[config.mk]
export PLATFORM = sky130hd
export DESIGN_NAME = fetch_queue
export DESIGN_NICKNAME = d
export VERILOG_FILES = /design/src/rtl/fetch_queue.sv
export SDC_FILE = /design/constraint.sdc
export NUM_CORES = 1
export LEC_CHECK = 0
export ABC_CLOCK_PERIOD_IN_PS = 5670
export CAP_MARGIN = 20
export CORE_MARGIN = 1
export CORE_UTILIZATION = 53
export CTS_CLUSTER_SIZE = 16
export DETAILED_ROUTE_END_ITERATION = 8
export PLACE_DENSITY_LB_ADDON = 0.1
export SYNTH_ARGS = -nofsm -noshare
export SYNTH_HDL_FRONTEND = slang
export SYNTH_SLANG_ARGS = --single-unit
[constraint.sdc]
create_clock -name clk -period 5.67 [get_ports clk]
set_clock_uncertainty 0.1 [all_clocks]
set_input_delay 0.567 -clock clk [delete_from_list [all_inputs] [get_ports clk]]
set_output_delay 0.567 -clock clk [all_outputs]
set_load 0.02 [all_outputs]
[src/rtl/fetch_queue.sv]
// Decode-side instruction queue: compacts up to two fetched slots per cycle into a
// circular buffer and presents the two oldest entries to decode in program order.
module fetch_queue #(
    parameter int XLEN    = 32,
    parameter int FETCH_W = 2,
    parameter int DEPTH   = 8
) (
    input  logic                       clk,
    input  logic                       reset,
    input  logic [FETCH_W-1:0]         if_valid,
    input  logic [XLEN-1:0]            if_pc    [FETCH_W],
    input  logic [XLEN-1:0]            if_instr [FETCH_W],
    input  logic                       flush,
    input  logic                       dec_ready,
    output logic [FETCH_W-1:0]         dq_valid,
    output logic [XLEN-1:0]            dq_pc    [FETCH_W],
    output logic [XLEN-1:0]            dq_instr [FETCH_W],
    output logic                       stall,
    output logic [$clog2(DEPTH):0]     occupancy,
    output logic                       overflow_err
);

    localparam int PW = $clog2(DEPTH);
    localparam int CW = PW + 1;

    logic [XLEN-1:0] mem_pc_q    [DEPTH];
    logic [XLEN-1:0] mem_instr_q [DEPTH];

    logic [PW-1:0] head_q, head_d;
    logic [PW-1:0] tail_q, tail_d;
    logic [CW-1:0] count_q, count_d;
    logic          stall_q, stall_d;
    logic          overflow_q, overflow_d;

    logic [PW-1:0] head_plus1;
    logic [PW-1:0] tail_plus1;
    logic [1:0]    pop;
    logic [1:0]    push_raw;
    logic [1:0]    push;
    logic [CW-1:0] free;
    logic          fits;
    logic          we0;
    logic          we1;
    logic [XLEN-1:0] wr0_pc;
    logic [XLEN-1:0] wr0_instr;

    assign head_plus1 = head_q + PW'(1);
    assign tail_plus1 = tail_q + PW'(1);

    always_comb begin
        pop        = 2'd0;
        push_raw   = {1'b0, if_valid[0]} + {1'b0, if_valid[1]};
        free       = '0;
        fits       = 1'b0;
        push       = 2'd0;
        we0        = 1'b0;
        we1        = 1'b0;
        wr0_pc     = if_pc[0];
        wr0_instr  = if_instr[0];
        head_d     = head_q;
        tail_d     = tail_q;
        count_d    = count_q;
        overflow_d = overflow_q;

        if (dec_ready) begin
            if (count_q >= CW'(2)) begin
                pop = 2'd2;
            end else if (count_q == CW'(1)) begin
                pop = 2'd1;
            end
        end

        // Room freed by this cycle's dequeue is usable by this cycle's enqueue.
        free = CW'(DEPTH) - count_q + CW'(pop);
        fits = CW'(push_raw) <= free;
        push = fits ? push_raw : 2'd0;

        // Compaction: a lone slot-1 instruction lands at tail, leaving no hole.
        if (!if_valid[0]) begin
            wr0_pc    = if_pc[1];
            wr0_instr = if_instr[1];
        end

        if (flush) begin
            head_d  = '0;
            tail_d  = '0;
            count_d = '0;
        end else begin
            we0        = push != 2'd0;
            we1        = push == 2'd2;
            head_d     = head_q + PW'(pop);
            tail_d     = tail_q + PW'(push);
            count_d    = count_q + CW'(push) - CW'(pop);
            overflow_d = overflow_q | !fits;
        end

        // Leaves space for the bundle already in flight plus the current one.
        stall_d = count_d > CW'(DEPTH - 2 * FETCH_W);
    end

    always_ff @(posedge clk or posedge reset) begin
        if (reset) begin
            head_q     <= '0;
            tail_q     <= '0;
            count_q    <= '0;
            stall_q    <= 1'b0;
            overflow_q <= 1'b0;
        end else begin
            head_q     <= head_d;
            tail_q     <= tail_d;
            count_q    <= count_d;
            stall_q    <= stall_d;
            overflow_q <= overflow_d;
        end
    end

    always_ff @(posedge clk) begin
        if (we0) begin
            mem_pc_q[tail_q]    <= wr0_pc;
            mem_instr_q[tail_q] <= wr0_instr;
        end
        if (we1) begin
            mem_pc_q[tail_plus1]    <= if_pc[1];
            mem_instr_q[tail_plus1] <= if_instr[1];
        end
    end

    assign dq_valid[0]  = count_q != '0;
    assign dq_valid[1]  = count_q >= CW'(2);
    assign dq_pc[0]     = mem_pc_q[head_q];
    assign dq_pc[1]     = mem_pc_q[head_plus1];
    assign dq_instr[0]  = mem_instr_q[head_q];
    assign dq_instr[1]  = mem_instr_q[head_plus1];
    assign stall        = stall_q;
    assign occupancy    = count_q;
    assign overflow_err = overflow_q;

endmodule

# After elaboration in Yosys (flattened, before gate mapping)
# Memory sizes are Yosys's and may differ from the RTL's.
# Cells that the tools add are included.
# totals
word_cells	40
out_inout_bits	136
mem_bits_rw	512
reg_bits	12
memories	2
# mem_list
name	depth	word_bits	rd	rd_clocked_by_memory_dff	wr	line	source
mem_instr_q	8	32	2	0	2	27	logic [XLEN-1:0] mem_instr_q [DEPTH];
mem_pc_q	8	32	2	0	2	26	logic [XLEN-1:0] mem_pc_q [DEPTH];
# op_classes
muxes	15
addsub	9
bitwise	1
magnitude_cmp	3
n_eq_ne	2
n_reduce_logical	3
# ops
op	n
32-bit two-way mux	2
4-bit by 2-bit adder with 4-bit output	2
1-bit two-way mux	7
3-bit by 1-bit adder with 3-bit output (second input constant)	2
3-bit by 2-bit adder with 3-bit output	2
2-bit two-way mux	3
3-bit two-way mux	2
4-bit by 1-bit equality test with 1-bit output (second input constant)	1
4-bit by 2-bit >= comparator with 1-bit output (second input constant)	1
4-bit by 3-bit > comparator with 1-bit output (second input constant)	1
2-bit by 4-bit less-or-equal comparator with 1-bit output	1
4-bit two-way mux	1
4-bit nonzero test	1
4-bit by 2-bit subtractor with 4-bit output	1
4-bit subtractor (first input constant)	1
1-bit by 1-bit adder with 2-bit output	1
2-bit equality test (second input constant)	1
2-bit nonzero test	1
1-bit logical NOT	1
1-bit OR	1

# Logic depth before layout (Yosys ltp)
# depth
ltp_word	11
ltp_mapped	22
mapped_depth_nobuf	21

# Worst setup path after synthesis
# No wires, ideal clock.
# synth_path
path_kind	register -> register
startpoint	reg count_q[2] (netlist: occupancy[2])
endpoint	mem mem_instr_q[0][0] (enable)
n_path_buf	1
t_arrival_ps	5434
setup_slack_ps	-351
stages_incl_launch_ff	15
path_cell_list	dfrtp_1 -> inv_1 -> ha_1 -> nor2b_1 -> nand3_1 -> ha_1 -> inv_1 -> fa_1 -> inv_1 -> ha_1 -> nor2b_1 -> o211ai_1 -> and3b_1 -> clkbuf_1 -> nor2_1
# synth_rtl
element	line	source
from (decl)	31	logic [CW-1:0] count_q, count_d;
from (signal assigned)	111	count_q <= count_d;
to (decl)	27	

==> run summary <==
The number of antenna violations at the first check in global routing came out at 7. In this run the critical register-to-register path is captured at mem_pc_q[0][7]$_DFFE_PP_. In this run the number of H-tree levels came out at 2. Data on the critical path is required at its endpoint by just under 6 ns. Before antenna repair, the detailed router went through 5 iterations. The floorplan has 88 rows. The number of logic stages on the critical path including buffering is 16. Fill cells in the final layout number 4168. The number of cells on the worst reg-to-reg path is 16. The worst setup path is launched from a register.

The critical path goes through inv_1 > ha_1 > nor2b_1 > nand3_1 > ha_1 > inv_1 > fa_1 > inv_1 > ha_1 > nor2b_1 > o211ai_1 > nand3b_2 > nand3_4 > buf_4 > buf_4 > mux2_2. Entering global routing, the biggest net connects approximately 140 pins. The I/O pin count came out at 270. For this run the aggregate overflow at the end of global routing stands at 0. The clock tree from TritonCTS is done.

The global placement routability congestion came out at around 0.8. The total routing resource utilization after global routing is 27.8%. The chip width came out at about 250 um.

The count of max-cap constraint violations is 0. The share of the core filled with cells came out at a little over three fifths. The maximum fanout along the worst path came out at 37. Synthesis produced a netlist with a net count of 1881. The wire length after detailed routing came out at ~83000 um. During synthesis, Yosys emitted a total of 0 warnings. The number of gates given a new drive strength after cts is 0. The number of nets at the end of the flow is about 2100. The timing startpoint of the critical path is occupancy[2]$_DFF_PP0_. The via count came out at 17966.

For the finished layout, the period the worst path requires is between 4 and 5 ns. After synthesis the netlist holds a flip-flop and latch count of approximately 520. The die boundary height is roughly 250 um.

The clock latency at the later pin of the worst-skew pair is roughly 0.61 ns. The average size of a mapped cell is between 15 and 20 um2. The first-iteration detailed-routing DRC count is between 1000 and 1500.

The worst-case clock buffer depth came out at 3. Setup violations remaining at the end of the flow were counted as 0. The peak clock frequency supported by timing came out at roughly 210 MHz. The number of endpoints with negative hold slack in the final report was 0. The placed wire-length estimate after detailed placement is roughly 47000 um. For the worst setup path, the data arrival time is 4.91 ns. The area overhead of the layout relative to synthesis came out at 16.5%. The cell with the largest stage delay on the worst path is sky130_fd_sc_hd__buf_4.

The remaining max-slew budget at the tightest pin is 31.6%. The tree is rooted in a sky130_fd_sc_hd__clkbuf_16. The leakage component of the power is roughly 12 nW. The global-route wire length before repair came out at about 120000 um. In the synthesized netlist the dominant register cell turns out to be sky130_fd_sc_hd__edfxtp_1. The flop-to-flop setup slack came out at approximately 1.0 ns. The number of buffers added by the clock tree synthesis step came out at 57. The post-synthesis cell area is 31300 um2. The post-route non-filler standard cell count is between 2000 and 3000. After clock tree synthesis, the clock-pin slew on the worst setup and hold paths is 0.06 ns. In this run the critical register-to-register path is launched from occupancy[2]$_DFF_PP0_. VDD sags by at most ~0.43 mV.

The number of vias per cell came out at around 6.5. The number of pins exceeding their max-slew limit in the final report is 0. The share of the yosys chip area belonging to registers is 50.0%.

Setup repair after global routing left no endpoint under its margin. The number of instances in the synthesized netlist is 1728. The flow ran to the end, and the final reports show no timing, DRC or antenna violations. The effective utilization at floorplan came out at ~54%. The fraction of registers with async set or reset after synthesis is around 2.3%. The classification of the worst-slack hold path is in -> async.

The longest individual stage delay on the worst path came out at approximately 0.61 ns. The placed instance count is ~2700. Broken down by cell family, the worst path's largest delay share belongs to buffers and inverters. The post-CTS setup buffer count came out at 0.

The power density over cell area came out at just over 400 nW/um2. The clock sink count came out at between 500 and 600. The count of buffers from port buffering is roughly 270. The post-place setup slack came out at around 0.84 ns.

After detailed routing, the number of remaining DRC violations is 0. Total power for the finished layout comes to 15.0 mW. The slack of the critical path came out at between 1 and 1.5 ns. The worst setup path is captured at a register. The number of different library cells used by synthesis comes to 39. Once detail routing completed, the nets flagged for antenna violations numbered 0.

The number of buffer and inverter instances along the worst setup path is 5. The final critical-path share of the clock period is just over 80%. In this run the worst setup path terminates at mem_pc_q[0][7]$_DFFE_PP_.

The routed length per placed instance came out at between 20 and 30 um. The die covers 60100 um2. The number of enable-type register cells in the synthesized netlist came out at between 500 and 600.

The share of final-layout standard cells stronger than drive strength 1 came out at 52.8%. At the pin with the least slew margin, the transition time is about 1.0 ns. The core box area came out at between 50000 and 60000 um2. The number of hold-repair buffers added at the cts stage is 0. Adding up every negative setup slack in the final design gives 0 ns. The via count of the first global-routing pass is between 15000 and 20000.

The setup path with the least slack is of type reg -> reg.
==> cells in the final DEF, fill, tap and decap left out, drive strengths merged, types with 12 or more instances in the layout <==
| cell type | n |
|---|---|
| nor2 | 17 |
| buf | 44 |
| dfrtp | 12 |
| nor2b | 13 |
| clkinv | 29 |
| ha | 15 |
| clkbuf | 70 |
| edfxtp | 512 |
| mux2 | 705 |
| clkdlybuf4s50 | 268 |
| mux4 | 256 |
| inv | 14 |
==> cell families (layout without fill, tap and decap cells) <==
kind of cell / count (synthesis) / in the layout / synth area share (%)
multiplexers: 961 / 961 / 44.4
flip-flops: 524 / 524 / 50.0
buffers and inverters: 146 / 429 / 2.85
AND/OR/NAND/NOR: 53 / 53 / 1.22
adder cells (fa/ha/maj): 19 / 19 / 0.854
AO/OA/AOI/OAI: 17 / 17 / 0.399
XOR/XNOR: 8 / 8 / 0.224
other: 0 / 3 / 0
==> layer usage <==
| metal | vias up | global-route usage (%) | part of all wire [%] |
|---|---|---|---|
| li1 | 7714 | - | - |
| met1 | 9435 | 36.7 | 40 |
| met2 | 666 | 47.1 | 51 |
| met3 | 141 | 5.27 | 7.4 |
| met4 | 10 | 7.67 | 2.2 |
| met5 | - | 0 | 0.076 |
==> registers in the layout (all words and copies together) (netlist names) <==
| register | cells |
|---|---|
| head_q | 3 |
| mem_instr_q | 256 |
| mem_pc_q | 256 |
| occupancy | 4 |
| overflow_err | 1 |
| stall | 1 |
| tail_q | 3 |
==> synthesized netlist by cell type, drive strengths merged (2+ instances only) <==
cell / instances / area (um2)
mux2: 705 / 8160
dfrtp: 12 / 300
xnor2: 4 / 35.0
o21ai: 2 / 10.0
nor3b: 2 / 26.3
nor3: 3 / 25.0
o211ai: 2 / 15.0
clkbuf: 25 / 93.8
inv: 14 / 52.6
a32oi: 4 / 35.0
ha: 15 / 188
xor2: 4 / 35.0
nor2: 17 / 63.8
buf: 107 / 746
nand3: 9 / 130
nor2b: 13 / 81.3
edfxtp: 512 / 15400
mux4: 256 / 5770
nand2b: 2 / 12.5
nand2: 3 / 11.3
a22oi: 4 / 30.0
fa: 4 / 80.1
==> final cells by class <==
| type | count | area, um2 | share of cell area, % |
|---|---|---|---|
| clock buffers | 70 | 1480 | 4.04 |
| clock inverters | 33 | 245 | 0.672 |
| well taps | 765 | 957 | 2.62 |
| multi-input cells | 1058 | 14900 | 40.8 |
| repair buffers | 312 | 3210 | 8.80 |
| inverters | 14 | 52.6 | 0.144 |
| flip-flops and latches | 524 | 15700 | 43.0 |
| diodes | 3 | 7.51 | 0.0206 |
==> worst min-delay path by stage <==
stage / startpoint / endpoint
2_1_floorplan: reset / head_q[0]$_DFF_PP0_
3_3_place_gp: overflow_err$_DFFE_PP0N_ / overflow_err$_DFFE_PP0N_
3_5_place_dp: overflow_err$_DFFE_PP0N_ / overflow_err$_DFFE_PP0N_
4_1_cts: reset / head_q[2]$_DFF_PP0_
5_1_grt: reset / head_q[2]$_DFF_PP0_
6_report: reset / head_q[1]$_DFF_PP0_
==> where the power goes <==
group	switching, mW	internal (mW)
sequential	0.255	4.77
combinational	3.17	3.24
clock	1.54	2.01
total	4.96	10.0
==> stage by stage <==
stage / hold slack [ns] / area, um2
after floorplan: 0.332 / 31300
after global placement: 0.405 / 34800
after detailed placement: 0.404 / 34800
after CTS: 0.182 / 36500
after global routing: 0.224 / 36500
final: 0.204 / 36500
Note: power is estimated with default switching activity, not from simulation.
